==> src/rtl/pc_step_unit.sv <==
// rtl/pc_step_unit.sv - program counter with parametrised step, branch/jump/register targets, EPC and misalignment trap
// Exceptions and misaligned targets both vector to EXC_VECTOR; eret restores the saved PC.
module pc_step_unit #(
  parameter int WIDTH = 32,
  parameter int STEP_LOG2 = 2,
  parameter logic [WIDTH-1:0] RESET_PC = '0,
  parameter logic [WIDTH-1:0] EXC_VECTOR = WIDTH'(32'h0000_0100)
) (
  input  logic             clk,
  input  logic             rst_n,
  input  logic             pc_write,
  input  logic             pc_write_cond,
  input  logic             zero,
  input  logic [1:0]       pc_src,
  input  logic [WIDTH-1:0] branch_off,
  input  logic [WIDTH-1:0] jump_addr,
  input  logic [WIDTH-1:0] reg_addr,
  input  logic             exc,
  input  logic             eret,
  output logic [WIDTH-1:0] pc,
  output logic [WIDTH-1:0] pc_plus_step,
  output logic [WIDTH-1:0] epc,
  output logic             addr_err
);

  localparam logic [WIDTH-1:0] STEP = WIDTH'(1) << STEP_LOG2;

  logic [WIDTH-1:0] br_target;
  logic [WIDTH-1:0] target;
  logic             take;
  logic             misaligned;

  assign pc_plus_step = pc + STEP;
  assign br_target    = pc_plus_step + (branch_off << STEP_LOG2);
  assign take         = pc_write | (pc_write_cond & zero);

  always_comb begin
    target = pc_plus_step;
    case (pc_src)
      2'b00:   target = pc_plus_step;
      2'b01:   target = br_target;
      2'b10:   target = jump_addr;
      default: target = reg_addr;
    endcase
  end

  // Byte-granular instruction sets have no alignment constraint.
  generate
    if (STEP_LOG2 == 0) begin : g_no_align
      assign misaligned = 1'b0;
    end else begin : g_align
      assign misaligned = |target[STEP_LOG2-1:0];
    end
  endgenerate

  always_ff @(posedge clk or negedge rst_n) begin
    if (!rst_n) begin
      pc       <= RESET_PC;
      epc      <= '0;
      addr_err <= 1'b0;
    end else if (exc) begin
      epc <= pc;
      pc  <= EXC_VECTOR;
    end else if (eret) begin
      pc       <= epc;
      addr_err <= 1'b0;
    end else if (take && misaligned) begin
      epc      <= pc;
      pc       <= EXC_VECTOR;
      addr_err <= 1'b1;
    end else if (take) begin
      pc <= target;
    end
  end

endmodule

==> config.mk <==
export PLATFORM = sky130hd
export DESIGN_NAME = pc_step_unit
export DESIGN_NICKNAME = d
export VERILOG_FILES = /design/src/rtl/pc_step_unit.sv
export SDC_FILE = /design/constraint.sdc
export NUM_CORES = 1
export LEC_CHECK = 0
export CORE_MARGIN = 2
export CORE_UTILIZATION = 51
export CTS_BUF_LIST = sky130_fd_sc_hd__clkbuf_4
export DETAILED_ROUTE_END_ITERATION = 12
export PLACE_DENSITY = 0.88
export SLEW_MARGIN = 5
export SYNTH_ARGS = -nofsm -noshare
export SYNTH_HDL_FRONTEND = slang
export SYNTH_SLANG_ARGS = --single-unit
==> constraint.sdc <==
create_clock -name clk -period 5.55 [get_ports clk]
set_input_delay 0.8325 -clock clk [delete_from_list [all_inputs] [get_ports clk]]
set_output_delay 0.8325 -clock clk [all_outputs]
set_load 0.05 [all_outputs]
; ---- After elaboration in Yosys (flattened, before gate mapping)
; Index checks and enable logic that the tools add are counted.
[totals]
elab_cells = 29
regBits = 65
out_inout_bits = 97
[op_classes]
addsub = 2
mux = 10
eq_ne = 3
bitwise = 3
n_reduce_logical = 8
[op_table]
columns = op, count
row1 = 2-to-1 mux 32 bit, 7
row2 = case mux 32 bit (3 select lines), 1
row3 = adder 32 x 3 -> 32 bit (second input constant), 1
row4 = adder 32 bit, 1
row5 = AND reduction 2 bit, 2
row6 = nonzero test 2 bit, 2
row7 = nonzero test 4 bit, 1
row8 = == test 2 x 1 -> 1 bit (second input constant), 1
row9 = == test 2 bit (second input constant), 1
row10 = logical NOT 2 bit, 1
row11 = 2-to-1 mux 1 bit, 2
row12 = != test 2 bit (second input constant), 1
row13 = OR reduction 2 bit, 1
row14 = bitwise AND 1 bit, 1
row15 = logical AND 1 bit, 1
row16 = NOT 1 bit, 1
row17 = bitwise OR 1 bit, 1

; ---- Depth between registers and ports, before layout
[depth]
word_depth = 8
depth_mapped = 17

; ---- Least setup slack after synthesis
; OpenSTA, ideal clock, no wires.
[synth_path]
path_kind = register to register
start = reg pc[4]
end = reg pc[22]
required_ns = 5.432
t_arrival_ns = 4.614
n_path_buf = 0
path_stages_with_launch = 17
period_less_slack_ns = 4.732
setup_slack_ns = 0.818
path_cell_list = dfrtp_1 and4_1 nand4_1 inv_1 nand2_1 nor2_1 xor2_1 ha_1 a21o_1 a21o_1 a21o_1 a31o_2 a21boi_1 o31ai_1 xor2_1 mux4_2 a21o_1
[synth_between]
elab_chain_cells = 7
[synth_lines]
columns = element, line_no
row1 = "start, declared", 20  ; output logic [WIDTH-1:0] pc,
row2 = "start signal, assigned", 65  ; pc <= epc;
row3 = "start signal, assigned", 72  ; pc <= target;
row4 = adder 32 x 3 -> 32 bit, 33  ; assign pc_plus_step = pc + STEP;
row5 = net pc_plus_step[15], 21  ; output logic [WIDTH-1:0] pc_plus_step,
row6 = adder 32 bit, 34  ; assign br_target = pc_plus_step + (branch_off << STEP_LOG2);
row7 = case mux 32 bit (3 select lines), 39  ; case (pc_src)
row8 = 2-to-1 mux 32 bit, 71  ; end else if (take) begin
row9 = 2-to-1 mux 32 bit, 67  ; end else if (take && misaligned) begin
row10 = 2-to-1 mux 32 bit, 64  ; end else if (eret) begin
row11 = 2-to-1 mux 32 bit, 61  ; end else if (exc) begin
; The timed path passes the listed nets, and every way through them passes these cells. The select of a mux whose other input is x is not followed.
; A chain may end at the register's enable or synchronous reset.

; ---- Final worst setup path
[layout_path]
start = reg pc[13]
end = reg pc[28]
[layout_between]
elab_chain_cells = 7
[layout_lines]
columns = element, line_no
row1 = adder 32 x 3 -> 32 bit (*), 33
row2 = adder 32 bit, 34
row3 = case mux 32 bit (3 select lines) (*), 39
row4 = 2-to-1 mux 32 bit (*), 71
row5 = 2-to-1 mux 32 bit (*), 67
row6 = 2-to-1 mux 32 bit (*), 64
row7 = 2-to-1 mux 32 bit (*), 61
; Mark *: on every way between the ends. The rest lies on a longest branch, timed or not. The select of a mux whose other input is x is not followed.

==> flow_summary_export.csv <==
group,metric,value,unit
grt,use_met1,42.0,%
sta,tightest_slew,1.27,ns
synth,synth_flop_cell,"dfrtp_1",
drt,vias,5956,
die,fp.dieW,109,um
placement,gp_congestion,0.906,
flow_run,maxCapViolations,0,
clock_network,cts_setup_buffers,0,
sta,post-route-period-util,82.5,%
sta,setup_viol,0,
clock_network,cts_made_buffers,9,
synth,yosys_warnings,0,
pwr,p_leak,3.46,nW
drt,drt-initial-drc-count,507,
setup_path,worstPathArrival,4.90,ns
grt,grtUsageMet2,56.5,%
setup_path,crit_type,"reg2reg",
die,ios,202,
synth,synth_nets,755,
drt,wl_per_cell,20.7,um
placement,port_buffers,199,
synth,synth.avg_cell_area,9.12,sq um
clock_network,cts_root_buf,"clkbuf_4",
grt,grt_usage,33.4,%
sta,fmax,218,MHz
synth,synth_area,5610,sq um
die,core,10800,sq um
setup_path,r2r_slack,0.97,ns
layout,design_area,7830,sq um
worst_hold_path,hp-class,"reg2reg",
sta,finalHoldViolations,0,
layout,n_antenna_cell,0,
outcome,status,"completed",
drt,ant_nets,0,
die,rows,38,
grt,grt_pass1_wl,30600,um
clock_network,cts_tree,"built",
synth,synth_edf_count,0,
die,start_util,51.9,%
synth,ys_types,61,
clock_network,clk_path_buf_depth,2,
grt,grt_max_degree,66,
placement,place_hpwl,14800,um
drt,drc,0,
clock_network,cts_resized,0,
synth,synthArstFlopShare,100,%
drt,drtPass1Iterations,6,
setup_path,critPathLaunchType,"register",
clock_network,h-tree-depth,3,
setup_path,path_max_fanout,7,
setup_path,r2r_cells,14,
die,fp.dieH,109,um
synth,synth.yosys.seq_area_share,29.0,%
setup_path,endpoint_kind,"register",
clock_network,hold_buffers,0,
setup_path,crit_required,5.87,ns
sta,finalMaxSlewViolations,0,
drt,viasPerCell,6.31,
sta,relSlewSlack,15.4,%
layout,final_layout_size_suffix_gt1_share,10.6,%
grt,grt_most_used_layer,"met2",
sta,fin_crit,4.58,ns
clock_network,cts.sinks,65,
sta,tns,0,ns
pwr,ir_drop,116,uV
sta,skew,0.0162,ns
layout,syn2layout_area_growth,39.7,%
placement,place_area,7700,sq um
synth,syn_inst,615,
worst_hold_path,whs_path_depth,2,
synth,ys_ff_latch,65,
sta,rsz0062_at_grt,"false",
die,die_area,11800,sq um
drt,wl,19600,um
layout,finalNetCount,940,
grt,overflow,0,
grt,antenna_found_initial,0,
pwr,p_per_area,208,nW/um^2
clock_network,clkLatencyLatePin,0.43,ns
grt,grtUsageMet3,5.68,%
clock_network,path_clk_slew,0.12,ns
grt,first_global_vias,6005,
-- cells in the final DEF, fill, tap and decap left out, types with 3 or more instances in the layout --
cell type,count
clkdlybuf4s50_1,197
dfrtp_1,65
nor2_1,49
nand2_1,49
a21oi_1,42
o21ai_0,36
ha_1,34
xnor2_1,31
mux2_2,31
nand3_1,21
inv_1,19
mux4_2,19
nor3_1,18
a21o_1,18
xor2_1,17
and3_1,15
mux2i_1,11
clkbuf_4,11
nor2b_1,9
a221o_1,8
buf_4,8
nand4_1,5
nor4_1,5
o31ai_1,5
nand2b_1,5
o21bai_1,5
a221oi_1,5
and4_1,4
o21a_1,4
a22oi_1,4
a222oi_1,4
or3_1,3
a22o_1,3
a31o_2,3
-- worst max-delay path: stages (launching register included) --
cell,delay [ns]
dfrtp_1,0.49
and4_1,0.30
nand4_1,0.25
nor3_1,0.85
nand3_1,0.20
xnor2_1,0.34
ha_1,0.34
a21oi_1,0.20
o21ai_0,0.17
a21o_1,0.21
a211oi_1,0.31
a21oi_1,0.10
or2_2,0.29
and4b_1,0.20
nor4_1,0.22
-- final cells by class --
class / instances / area, sq um
fill: 802 / 2960
clock inverter: 4 / 53.8
inverter: 19 / 71.3
sequential: 65 / 1630
multi-input combinational: 498 / 3780
clock buffer: 11 / 82.6
timing repair buffer: 207 / 2040
tap: 140 / 175
-- path summary, 6_finish.rpt --
check	endpoint	startpoint
hold reg to reg	addr_err	addr_err
hold / removal	addr_err	addr_err
max in group asynchronous	pc[14]	rst_n
setup reg to reg	pc[28]	pc[13]
setup / recovery	pc[28]	pc[13]
min in group asynchronous	epc[28]	rst_n
-- Yosys cell counts, types with 2 or more instances --
| cell type | instances | share of area (%) |
|---|---|---|
| a2111oi_0 | 2 | 0.31 |
| a211oi_1 | 2 | 0.27 |
| a21o_1 | 18 | 2.4 |
| a21oi_1 | 44 | 3.9 |
| a221o_1 | 8 | 1.4 |
| a221oi_1 | 5 | 0.78 |
| a222oi_1 | 4 | 0.71 |
| a22o_1 | 3 | 0.47 |
| a22oi_1 | 4 | 0.54 |
| a31o_2 | 3 | 0.47 |
| a31oi_1 | 2 | 0.22 |
| and2_1 | 2 | 0.22 |
| and3_1 | 15 | 1.7 |
| and4_1 | 4 | 0.62 |
| buf_1 | 3 | 0.20 |
| buf_2 | 9 | 0.80 |
| buf_4 | 2 | 0.27 |
| clkbuf_1 | 19 | 1.3 |
| dfrtp_1 | 65 | 29 |
| ha_1 | 34 | 7.6 |
| inv_1 | 19 | 1.3 |
| mux2_2 | 31 | 6.2 |
| mux2i_1 | 11 | 2.0 |
| mux4_2 | 19 | 7.6 |
| nand2_1 | 49 | 3.3 |
| nand2b_1 | 5 | 0.56 |
| nand3_1 | 21 | 1.9 |
| nand4_1 | 5 | 0.56 |
| nor2_1 | 49 | 3.3 |
| nor2b_1 | 9 | 1.0 |
| nor3_1 | 18 | 1.6 |
| nor3b_1 | 2 | 0.27 |
| nor4_1 | 5 | 0.56 |
| o211ai_1 | 2 | 0.27 |
| o21a_1 | 4 | 0.54 |
| o21ai_0 | 36 | 3.2 |
| o21bai_1 | 5 | 0.67 |
| o22ai_1 | 2 | 0.22 |
| o31ai_1 | 5 | 0.67 |
| or3_1 | 3 | 0.33 |
| xnor2_1 | 31 | 4.8 |
| xor2_1 | 17 | 2.7 |
-- stage by stage --
step	cells	hold WS [ns]	util [%]	power (mW)	worst slack, ns
global placement	929	0.492	71.3	1.28	1.15
global route	944	0.564	72.6	1.70	0.579
detailed placement	929	0.517	71.3	1.30	1.09
finish	944	0.539	72.6	1.63	0.969
floorplan	615	0.537	-	1.02	0.818
CTS	944	0.543	72.6	1.62	1.05
-- metal layers --
layer | wire length [um] | vias up
met3 | 1800 | 68
met4 | 720 | 0
met2 | 9620 | 372
met1 | 7430 | 2858
li1 | - | 2658
met5 | 0 | -
-- sequential cells by signal, indices dropped and copies added, names as in the netlist --
signal    cells
addr_err      1
epc          32
pc           32
-- logic make-up after synthesis --
logic type,Yosys count,share of synthesized area [%]
flip-flops,65,29.0
adder cells (fa/ha/maj),35,7.94
AO/OA/AOI/OAI,162,19.3
multiplexers,61,15.8
XOR/XNOR,48,7.50
AND/OR/NAND/NOR,192,16.6
buffers and inverters,52,3.82
-- power breakdown --
group          total, mW  switching [mW]  internal [mW]
Sequential         0.552          0.0438          0.508
Combinational      0.752           0.443          0.309
Clock              0.327           0.180          0.147
Power figures use the tool's default switching activity.
